`config.mk`:
```
export PLATFORM = sky130hd
export DESIGN_NAME = elevator_ctrl
export DESIGN_NICKNAME = d
export VERILOG_FILES = /design/src/rtl/elevator_pkg.sv /design/src/rtl/elev_req_reg.sv /design/src/rtl/elevator_ctrl.sv
export SDC_FILE = /design/constraint.sdc
export NUM_CORES = 1
export LEC_CHECK = 0
export ABC_AREA = 1
export BUFFER_PORTS_ARGS = -buffer_cell sky130_fd_sc_hd__buf_2
export CELL_PAD_IN_SITES_DETAIL_PLACEMENT = 1
export CELL_PAD_IN_SITES_GLOBAL_PLACEMENT = 2
export CORE_ASPECT_RATIO = 1.75
export CORE_MARGIN = 4
export CORE_UTILIZATION = 34
export CTS_CLUSTER_SIZE = 16
export DETAILED_ROUTE_END_ITERATION = 8
export MAX_ROUTING_LAYER = met4
export PLACE_DENSITY_LB_ADDON = 0.12
export SKIP_CTS_REPAIR_TIMING = 1
export SYNTH_ARGS = -nofsm -noshare
export SYNTH_HDL_FRONTEND = slang
export SYNTH_SLANG_ARGS = --single-unit
```
`constraint.sdc`:
```
create_clock -name clk -period 4.2 [get_ports clk]
set_input_delay 0.21 -clock clk [delete_from_list [all_inputs] [get_ports clk]]
set_output_delay 0.21 -clock clk [all_outputs]
set_load 0.05 [all_outputs]
```
`src/rtl/elevator_pkg.sv`:
```
// Shared types and constants for the eight-floor elevator controller.
// The state enum values double as the one-hot status word.
package elevator_pkg;

   localparam int NFLOORS = 8;
   localparam int FLOOR_W = 3;
   localparam int CNT_W   = 3;

   localparam logic [3:0] STATUS_IDLE = 4'b0001;
   localparam logic [3:0] STATUS_UP   = 4'b0010;
   localparam logic [3:0] STATUS_DOWN = 4'b0100;
   localparam logic [3:0] STATUS_DOOR = 4'b1000;

   typedef enum logic [3:0] {
      ST_IDLE = STATUS_IDLE,
      ST_UP   = STATUS_UP,
      ST_DOWN = STATUS_DOWN,
      ST_DOOR = STATUS_DOOR
   } state_t;

   typedef enum logic {
      DIR_UP   = 1'b0,
      DIR_DOWN = 1'b1
   } dir_t;

   function automatic logic [NFLOORS-1:0] floor_onehot(input logic [FLOOR_W-1:0] f);
      return {{(NFLOORS-1){1'b0}}, 1'b1} << f;
   endfunction

endpackage

```
`src/rtl/elev_req_reg.sv`:
```
// Pending-request register with here/above/below flags relative to a query floor.
// Clear has priority over set for the same bit.
module elev_req_reg
   import elevator_pkg::*;
(
   input  logic               clk,
   input  logic               rst,
   input  logic [NFLOORS-1:0] i_set,
   input  logic [NFLOORS-1:0] i_clr,
   input  logic [FLOOR_W-1:0] i_qfloor,
   output logic [NFLOORS-1:0] o_floor_btn,
   output logic               o_here,
   output logic               o_above,
   output logic               o_below
);

   logic [NFLOORS-1:0] r_btn;
   logic [NFLOORS-1:0] w_above_mask;
   logic [NFLOORS-1:0] w_below_mask;

   always_ff @(posedge clk or posedge rst) begin
      if (rst) begin
         r_btn <= '0;
      end else begin
         r_btn <= (r_btn | i_set) & ~i_clr;
      end
   end

   genvar gi;
   generate
      for (gi = 0; gi < NFLOORS; gi++) begin : g_mask
         assign w_above_mask[gi] = (FLOOR_W'(gi) > i_qfloor);
         assign w_below_mask[gi] = (FLOOR_W'(gi) < i_qfloor);
      end
   endgenerate

   assign o_floor_btn = r_btn;
   assign o_here      = r_btn[i_qfloor];
   assign o_above     = |(r_btn & w_above_mask);
   assign o_below     = |(r_btn & w_below_mask);

endmodule

```
`src/rtl/elevator_ctrl.sv`:
```
// Elevator controller: IDLE/UP/DOWN/DOOR FSM, floor position, phase countdown
// and travel direction; pending requests live in elev_req_reg.
module elevator_ctrl
   import elevator_pkg::*;
#(
   parameter int MOVE_TICKS = 3,
   parameter int DOOR_TICKS = 4
) (
   input  logic               clk,
   input  logic               rst,
   input  logic               tick,
   input  logic [NFLOORS-1:0] btn_req,
   output logic [FLOOR_W-1:0] floor,
   output logic [CNT_W-1:0]   countdown,
   output logic [NFLOORS-1:0] floor_btn,
   output logic [3:0]         status
);

   localparam logic [CNT_W-1:0] MOVE_CNT = CNT_W'(MOVE_TICKS);
   localparam logic [CNT_W-1:0] DOOR_CNT = CNT_W'(DOOR_TICKS);
   localparam logic [CNT_W-1:0] CNT_ONE  = CNT_W'(1);
   localparam logic [FLOOR_W-1:0] FLOOR_ONE = FLOOR_W'(1);

   state_t             r_state, w_state_next;
   logic [FLOOR_W-1:0] r_floor, w_floor_next;
   logic [CNT_W-1:0]   r_cnt, w_cnt_next;
   dir_t               r_dir, w_dir_next;

   logic [FLOOR_W-1:0] w_qfloor;
   logic [NFLOORS-1:0] w_set;
   logic [NFLOORS-1:0] w_clr;
   logic [NFLOORS-1:0] w_floor_btn;
   logic               w_here;
   logic               w_above;
   logic               w_below;

   // While moving, the flags describe the floor we are about to arrive at.
   always_comb begin
      w_qfloor = r_floor;
      if (r_state == ST_UP) begin
         w_qfloor = r_floor + FLOOR_ONE;
      end else if (r_state == ST_DOWN) begin
         w_qfloor = r_floor - FLOOR_ONE;
      end
   end

   always_comb begin
      w_set = btn_req;
      if (r_state == ST_DOOR) begin
         w_set[r_floor] = 1'b0;
      end
   end

   elev_req_reg u_req (
      .clk         (clk),
      .rst         (rst),
      .i_set       (w_set),
      .i_clr       (w_clr),
      .i_qfloor    (w_qfloor),
      .o_floor_btn (w_floor_btn),
      .o_here      (w_here),
      .o_above     (w_above),
      .o_below     (w_below)
   );

   always_ff @(posedge clk or posedge rst) begin
      if (rst) begin
         r_state <= ST_IDLE;
         r_floor <= '0;
         r_cnt   <= '0;
         r_dir   <= DIR_UP;
      end else begin
         r_state <= w_state_next;
         r_floor <= w_floor_next;
         r_cnt   <= w_cnt_next;
         r_dir   <= w_dir_next;
      end
   end

   always_comb begin
      w_state_next = r_state;
      w_floor_next = r_floor;
      w_cnt_next   = r_cnt;
      w_dir_next   = r_dir;
      w_clr        = '0;
      case (r_state)
         ST_IDLE: begin
            if (w_here) begin
               w_state_next = ST_DOOR;
               w_cnt_next   = DOOR_CNT;
               w_clr        = floor_onehot(r_floor);
            end else if ((r_dir == DIR_UP && w_above) || (r_dir == DIR_DOWN && !w_below && w_above)) begin
               w_state_next = ST_UP;
               w_dir_next   = DIR_UP;
               w_cnt_next   = MOVE_CNT;
            end else if (w_below) begin
               w_state_next = ST_DOWN;
               w_dir_next   = DIR_DOWN;
               w_cnt_next   = MOVE_CNT;
            end
         end
         ST_UP, ST_DOWN: begin
            if (tick) begin
               if (r_cnt <= CNT_ONE) begin
                  w_floor_next = w_qfloor;
                  if (w_here) begin
                     w_state_next = ST_DOOR;
                     w_cnt_next   = DOOR_CNT;
                     w_clr        = floor_onehot(w_qfloor);
                  end else if ((r_state == ST_UP) ? w_above : w_below) begin
                     w_cnt_next = MOVE_CNT;
                  end else begin
                     w_state_next = ST_IDLE;
                     w_cnt_next   = '0;
                  end
               end else begin
                  w_cnt_next = r_cnt - CNT_ONE;
               end
            end
         end
         ST_DOOR: begin
            // A call from the landing we are serving keeps the door open.
            if (btn_req[r_floor]) begin
               w_cnt_next = DOOR_CNT;
            end else if (tick) begin
               if (r_cnt <= CNT_ONE) begin
                  w_state_next = ST_IDLE;
                  w_cnt_next   = '0;
               end else begin
                  w_cnt_next = r_cnt - CNT_ONE;
               end
            end
         end
         default: begin
            w_state_next = ST_IDLE;
            w_cnt_next   = '0;
         end
      endcase
   end

   assign floor     = r_floor;
   assign countdown = r_cnt;
   assign floor_btn = w_floor_btn;
   assign status    = r_state;

endmodule

```
Word-level counts from Yosys, hierarchy flattened
Cells that the tools add are included.
{ "word_totals": {"reg_bits": 19, "latch_bits": 0, "ram_bits": 0, "mem_bits_ro": 0, "in_bits": 11, "out_inout_bits": 18, "elab_cells": 104, "n_memories": 0} }
{ "op_classes": {"n_addsub": 3, "mul": 0, "n_div": 0, "magnitude_cmp": 20, "eq_ne": 12, "shifts": 2, "mux": 39, "n_bitwise": 9, "n_reduce_logical": 14} }
{ "op_table": {"columns": ["cell", "n"], "rows": [
  ["$mux W4", 10],
  ["$mux W8", 5],
  ["$mux W3", 11],
  ["$and A8 B8 Y8", 4],
  ["$not A8 Y8", 2],
  ["$pmux W8 S2", 1],
  ["$reduce_or A8 Y1", 2],
  ["$shl A1 B3 Y8 const A", 2],
  ["$gt A3 B3 Y1 const A", 4],
  ["$lt A3 B3 Y1 const A", 4],
  ["$pmux W4 S3", 1],
  ["$pmux W3 S3", 1],
  ["$reduce_and A3 Y1", 3],
  ["$lt A3 B4 Y1 const B", 2],
  ["$ne A2 B2 Y1 const B", 4],
  ["$or A8 B8 Y8", 1],
  ["$reduce_and A7 Y1", 1],
  ["$bmux W1 S3", 2],
  ["$gt A1 B3 Y1 const A", 2],
  ["$gt A2 B3 Y1 const A", 2],
  ["$lt A1 B3 Y1 const A", 2],
  ["$lt A2 B3 Y1 const A", 2],
  ["$mux W1", 6],
  ["$ne A3 B2 Y1 const B", 2],
  ["18 further kinds", 23]
]} }

Depth between registers and ports, before layout
{ "logic_depth": {"depth_word": 13, "ltp_mapped": 22, "mapped_depth_nobuf": 21} }

By module
Synthesis repeated with hierarchy kept, for this count alone.
{ "unflattened": {"cells_unflattened": 301, "area_unflattened_um2": 1896.8} }
{ "by_module_without_submodules": {"columns": ["module", "n_inst", "cells_per_inst", "area_per_inst_um2", "seq_area_each_um2"], "rows": [
  ["elevator_ctrl", 1, 213, 1378.8, 276.5],
  ["elev_req_reg", 1, 88, 518.0, 200.2]
]} }

Worst setup path after synthesis
No wires, ideal clock.
{ "synth_timing": {"path_kind": "reg2reg", "from": "register r_floor[0], in the netlist floor[0]", "to": "register r_state[3], in the netlist status[3]", "setup_ns": 0.120, "arrival_ns": 2.714, "required_time_ns": 4.080, "path_slack_ns": 1.366, "path_stages_with_launch": 20, "path_buffers": 1, "period_less_slack_ns": 2.834, "path_cell_list": "dfrtp_1 -> buf_4 -> clkinv_1 -> ha_1 -> inv_1 -> nand3_1 -> nand3_2 -> nand2_4 -> nor2_1 -> nand2_1 -> nand2_1 -> nand2_1 -> nand2_1 -> nand3_1 -> nand3_2 -> nand2_2 -> nand2_2 -> nand3_2 -> nand2_1 -> nand2_1"} }
{ "synth_between": {"elab_chain_len": 13, "word_cells_on_any_way": 44, "classes_between": "add/sub (2); order compare (16); eq/ne (3); mux (13); bitwise (2); reduce/logical (8)"} }
{ "synth_lines": {"columns": ["item", "line", "text"], "rows": [
  ["from (decl)", "elevator_ctrl.sv:25", "logic [FLOOR_W-1:0] r_floor, w_floor_next;"],
  ["from (signal assigned)", "elevator_ctrl.sv:74", "r_floor <= w_floor_next;"],
  ["$sub A3 B1 Y3", "elevator_ctrl.sv:43", "w_qfloor = r_floor - FLOOR_ONE;"],
  ["$mux W3", "elevator_ctrl.sv:42", "end else if (r_state == ST_DOWN) begin"],
  ["$mux W3", "elevator_ctrl.sv:40", "if (r_state == ST_UP) begin"],
  ["$lt A1 B3 Y1, or another cell as far along", "elev_req_reg.sv:33", "assign w_below_mask[gi] = (FLOOR_W'(gi) < i_qfloor);"],
  ["$and A8 B8 Y8", "elev_req_reg.sv:40", "assign o_below = |(r_btn & w_below_mask);"],
  ["$reduce_or A8 Y1", "elev_req_reg.sv:40", null],
  ["$logic_not A1 Y1", "elevator_ctrl.sv:92", "end else if ((r_dir == DIR_UP && w_above) || (r_dir == DIR_DOWN && !w_below && w_above)) begin"],
  ["$logic_and A1 B1 Y1 (2 in a row)", "elevator_ctrl.sv:92", null],
  ["$logic_or A1 B1 Y1", "elevator_ctrl.sv:92", null],
  ["$mux W4", "elevator_ctrl.sv:92", null],
  ["$mux W4", "elevator_ctrl.sv:88", "if (w_here) begin"],
  ["$pmux W4 S3", "elevator_ctrl.sv:86", "case (r_state)"],
  ["to (signal assigned)", "elevator_ctrl.sv:73", "r_state <= w_state_next;"],
  ["to (decl)", "elevator_ctrl.sv:24", "state_t r_state, w_state_next;"]
]} }
Several ways; a longest one is shown, not always the timed one. The select of a mux whose other input is x is not followed.
A chain may end at the register's enable or synchronous reset.

Worst setup path in the final report
{ "layout_timing": {"from": "register r_floor[0], in the netlist floor[0]", "to": "register r_state[1], in the netlist status[1]"} }
Same word-level chain as after synthesis.

==> results by group <==
Die
  • DIE HEIGHT: 109 microns
  • Die width: 65.8 microns
  • Placeable Area: 0.00563 sq mm
  • Row count: 36
  • IO Pins: 29
  • Initial Util: 0.353
  • Die area: 0.00718 sq mm

Synth
  • Main combinational cell family by area after synthesis: simple AND/OR/NAND/NOR gates
  • Synth Area in Simple Gates: 0.477
  • Synthesis warning total: 0
  • Synth Register Bits: 19
  • Top cell type's share of synthesized area: 0.227
  • Yosys top cell by area: dfrtp_1
  • Top post-synthesis cells by area: dfrtp_1, nand2_1, inv_1
  • Yosys cell types: 34
  • Compound-gate portion of the synthesized area: 0.124
  • Cells after Synth: 298
  • Adder-Cell Fraction of Synth Area: 0.0567
  • Post-synth EDFFs: 0
  • Sequential element share of the synthesized area: 0.240
  • Mean post-synth cell area: 6.66 sq um
  • Post-Syn Area: 0.00199 sq mm
  • Ys flop type: dfrtp_1
  • Top cells by count, synth: nand2_1, inv_1, nand3_1, nor2_1, dfrtp_1
  • Post-synthesis async set-or-reset flop share: 1.00
  • Most common cell in the netlist: nand2_1
  • Post-synthesis xor/xnor area fraction: 0.00441
  • Syn Nets: 318
  • Post-synthesis mux area share: 0

Setup path
  • Critical path's largest stage delay: 630 ps
  • Reg2reg path depth: 17
  • Crit path launch: floor[0]
  • Worst path most repeated cell: nand2_1
  • Critical path required time: 4350 ps
  • Crit path launch type: flop
  • Critical R2R Launch: floor[0]
  • CP arrival: 3260 ps
  • Worst reg2reg endpoint: status[1]
  • R2r setup slk: 1090 ps
  • Critical path peak fanout: 12
  • Slowest stage cell, crit path: dfrtp_1
  • Crit. End Element: flop
  • Worst Setup Path Type: reg2reg
  • Worst-path cell chain: clkinv_1, ha_1, inv_1, nand3_1, nand3_2, nand2_4, nand2_2, nand2_1, nand2_1, a21oi_2, nand3_1, nand3_2, nand2_2, nand2_2, nand3_2, nand2_1, nand2_1

Routing
  • Total wire length: 6.93 mm
  • Drt drc: 0
  • Initial DRT Pass Iterations: 4
  • Drt wl/cell: 17.1 microns
  • DRT antenna net count: 0
  • Vias: 2,040
  • Drt first-iter violations: 93
  • Vias per cell: 5.04

Power and ir drop
  • Lkg Pwr: 1.17 nW
  • Internal: 757 uW
  • Clk network pwr share: 0.065
  • Net Sw Power: 1.30 mW
  • Pwr Total: 2.06 mW
  • Pwr Density: 911 mW/mm^2
  • VDD IR max: 361 uV
  • Comb pwr share: 0.758
  • Sw frac: 0.633
  • Reg power frac: 0.177

Status
  • Outcome: finished clean

GRT
  • First-pass GRT wire length: 11.2 mm
  • Pin count of the biggest net entering global routing: 20
  • Total grt overflow: 0
  • Initial antenna violation count: 0
  • GRT Overall Usage: 0.212
  • Vias in the first global route: 2,110

Timing
  • Hold WS: 99.3 ps
  • Worst slew margin: 0.453
  • Fmax achieved: 322 MHz
  • RSZ-0062 raised after global routing: no
  • Final Hold Viols: 0
  • Fin crit share: 0.740
  • Setup tns final: 0 ps
  • Final setup viols: 0
  • Post-layout min period: 3110 ps
  • Final Max Slew Viols: 0
  • Clock Skew: 2.31 ps
  • Worst-Margin Slew: 820 ps

CTS
  • Cts bufs inserted: 3
  • CTS root buf: clkbuf_8
  • Reg clk slew, reported paths: 80 ps
  • Skew-Pair Late Insertion Delay: 260 ps
  • CTS Sinks: 19
  • CTS H-tree depth: 1
  • TritonCTS clock tree: done
  • Longest Clk Path Bufs: 2

Final layout
  • Area Growth Syn to Fin: 13.9%
  • Share of cells above drive strength 1: 0.237
  • Final antenna diode count: 0
  • Layout Nets: 350

Job
  • Max cap viols: 0

Place
  • GPL Wtd Cong: 0.913
  • Post-detail-place hpwl: 5.76 mm
  • Port buffer count: 28

Hold path
  • Min-delay worst type: in2async
layout by cell type (no fill, tap or decap), types with 10 or more instances in the layout:
cell     count
buf_2       28
dfrtp_1     18
inv_1       40
nand2_1     87
nand2_2     12
nand3_1     26
nor2_1      20
o21ai_0     10
power by group through the flow:
stage	combinational, mW	clock (mW)	sequential [mW]
after floorplan	0.999	0	0.534
after global placement	1.56	0	0.366
after detailed placement	1.58	0	0.370
after CTS	1.58	0.142	0.366
after global routing	1.74	0.148	0.380
final	1.56	0.134	0.364
flip-flops by register name (all words and copies together) (netlist names):
signal             flops
r_dir                  1
status                 4
floor                  3
countdown              3
u_req.o_floor_btn      8
worst max path at each step:
stage | to | depth (start not counted)
finish | status[1] | 17
global route | status[1] | 18
CTS | status[1] | 17
detailed placement | status[1] | 17
global placement | status[3] | 17
floorplan | status[3] | 19
worst max-delay path: cells and delay by family (launching register included):
| family | cells | cell delay [ps] |
|---|---|---|
| AO/OA/AOI/OAI | 1 | 230 |
| adder cells (fa/ha/maj) | 1 | 470 |
| AND/OR/NAND/NOR | 13 | 1160 |
| flip-flops | 1 | 630 |
| buffers and inverters | 2 | 510 |
cell type report:
| cell class | count | area (sq um) |
|---|---|---|
| fillers | 767 | 3370 |
| multi-input cells | 230 | 1320 |
| flip-flops and latches | 19 | 477 |
| inverters | 47 | 181 |
| repair buffers | 29 | 148 |
| well taps | 76 | 95.1 |
| clock buffers | 4 | 45.0 |
metrics by stage:
step                utilization  instances  instance area (sq um)  setup slack (ps)
floorplan                     -        298                   1990              1370
global placement          0.394        401                   2220              1270
detailed placement        0.394        401                   2220              1100
CTS                       0.402        405                   2260              1080
global route              0.402        405                   2260               801
finish                    0.402        405                   2260              1090
metal layers:
metal | vias up | share of wire | wire length (microns) | GRT usage
met5 | - | 0 | 0 | -
met4 | 0 | 0.019 | 133 | 0.0593
met3 | 12 | 0.020 | 139 | 0.0155
met2 | 33 | 0.58 | 3990 | 0.406
met1 | 966 | 0.38 | 2660 | 0.229
li1 | 1029 | - | - | -
kinds of logic after synthesis:
group                      Yosys count
AOI/OAI and AO/OA                   39
and+or+nand+nor                    181
adders and majority gates            9
DFF                                 19
buffers and inverters               49
xor gates and xnor gates             1
Power figures use the tool's default switching activity.
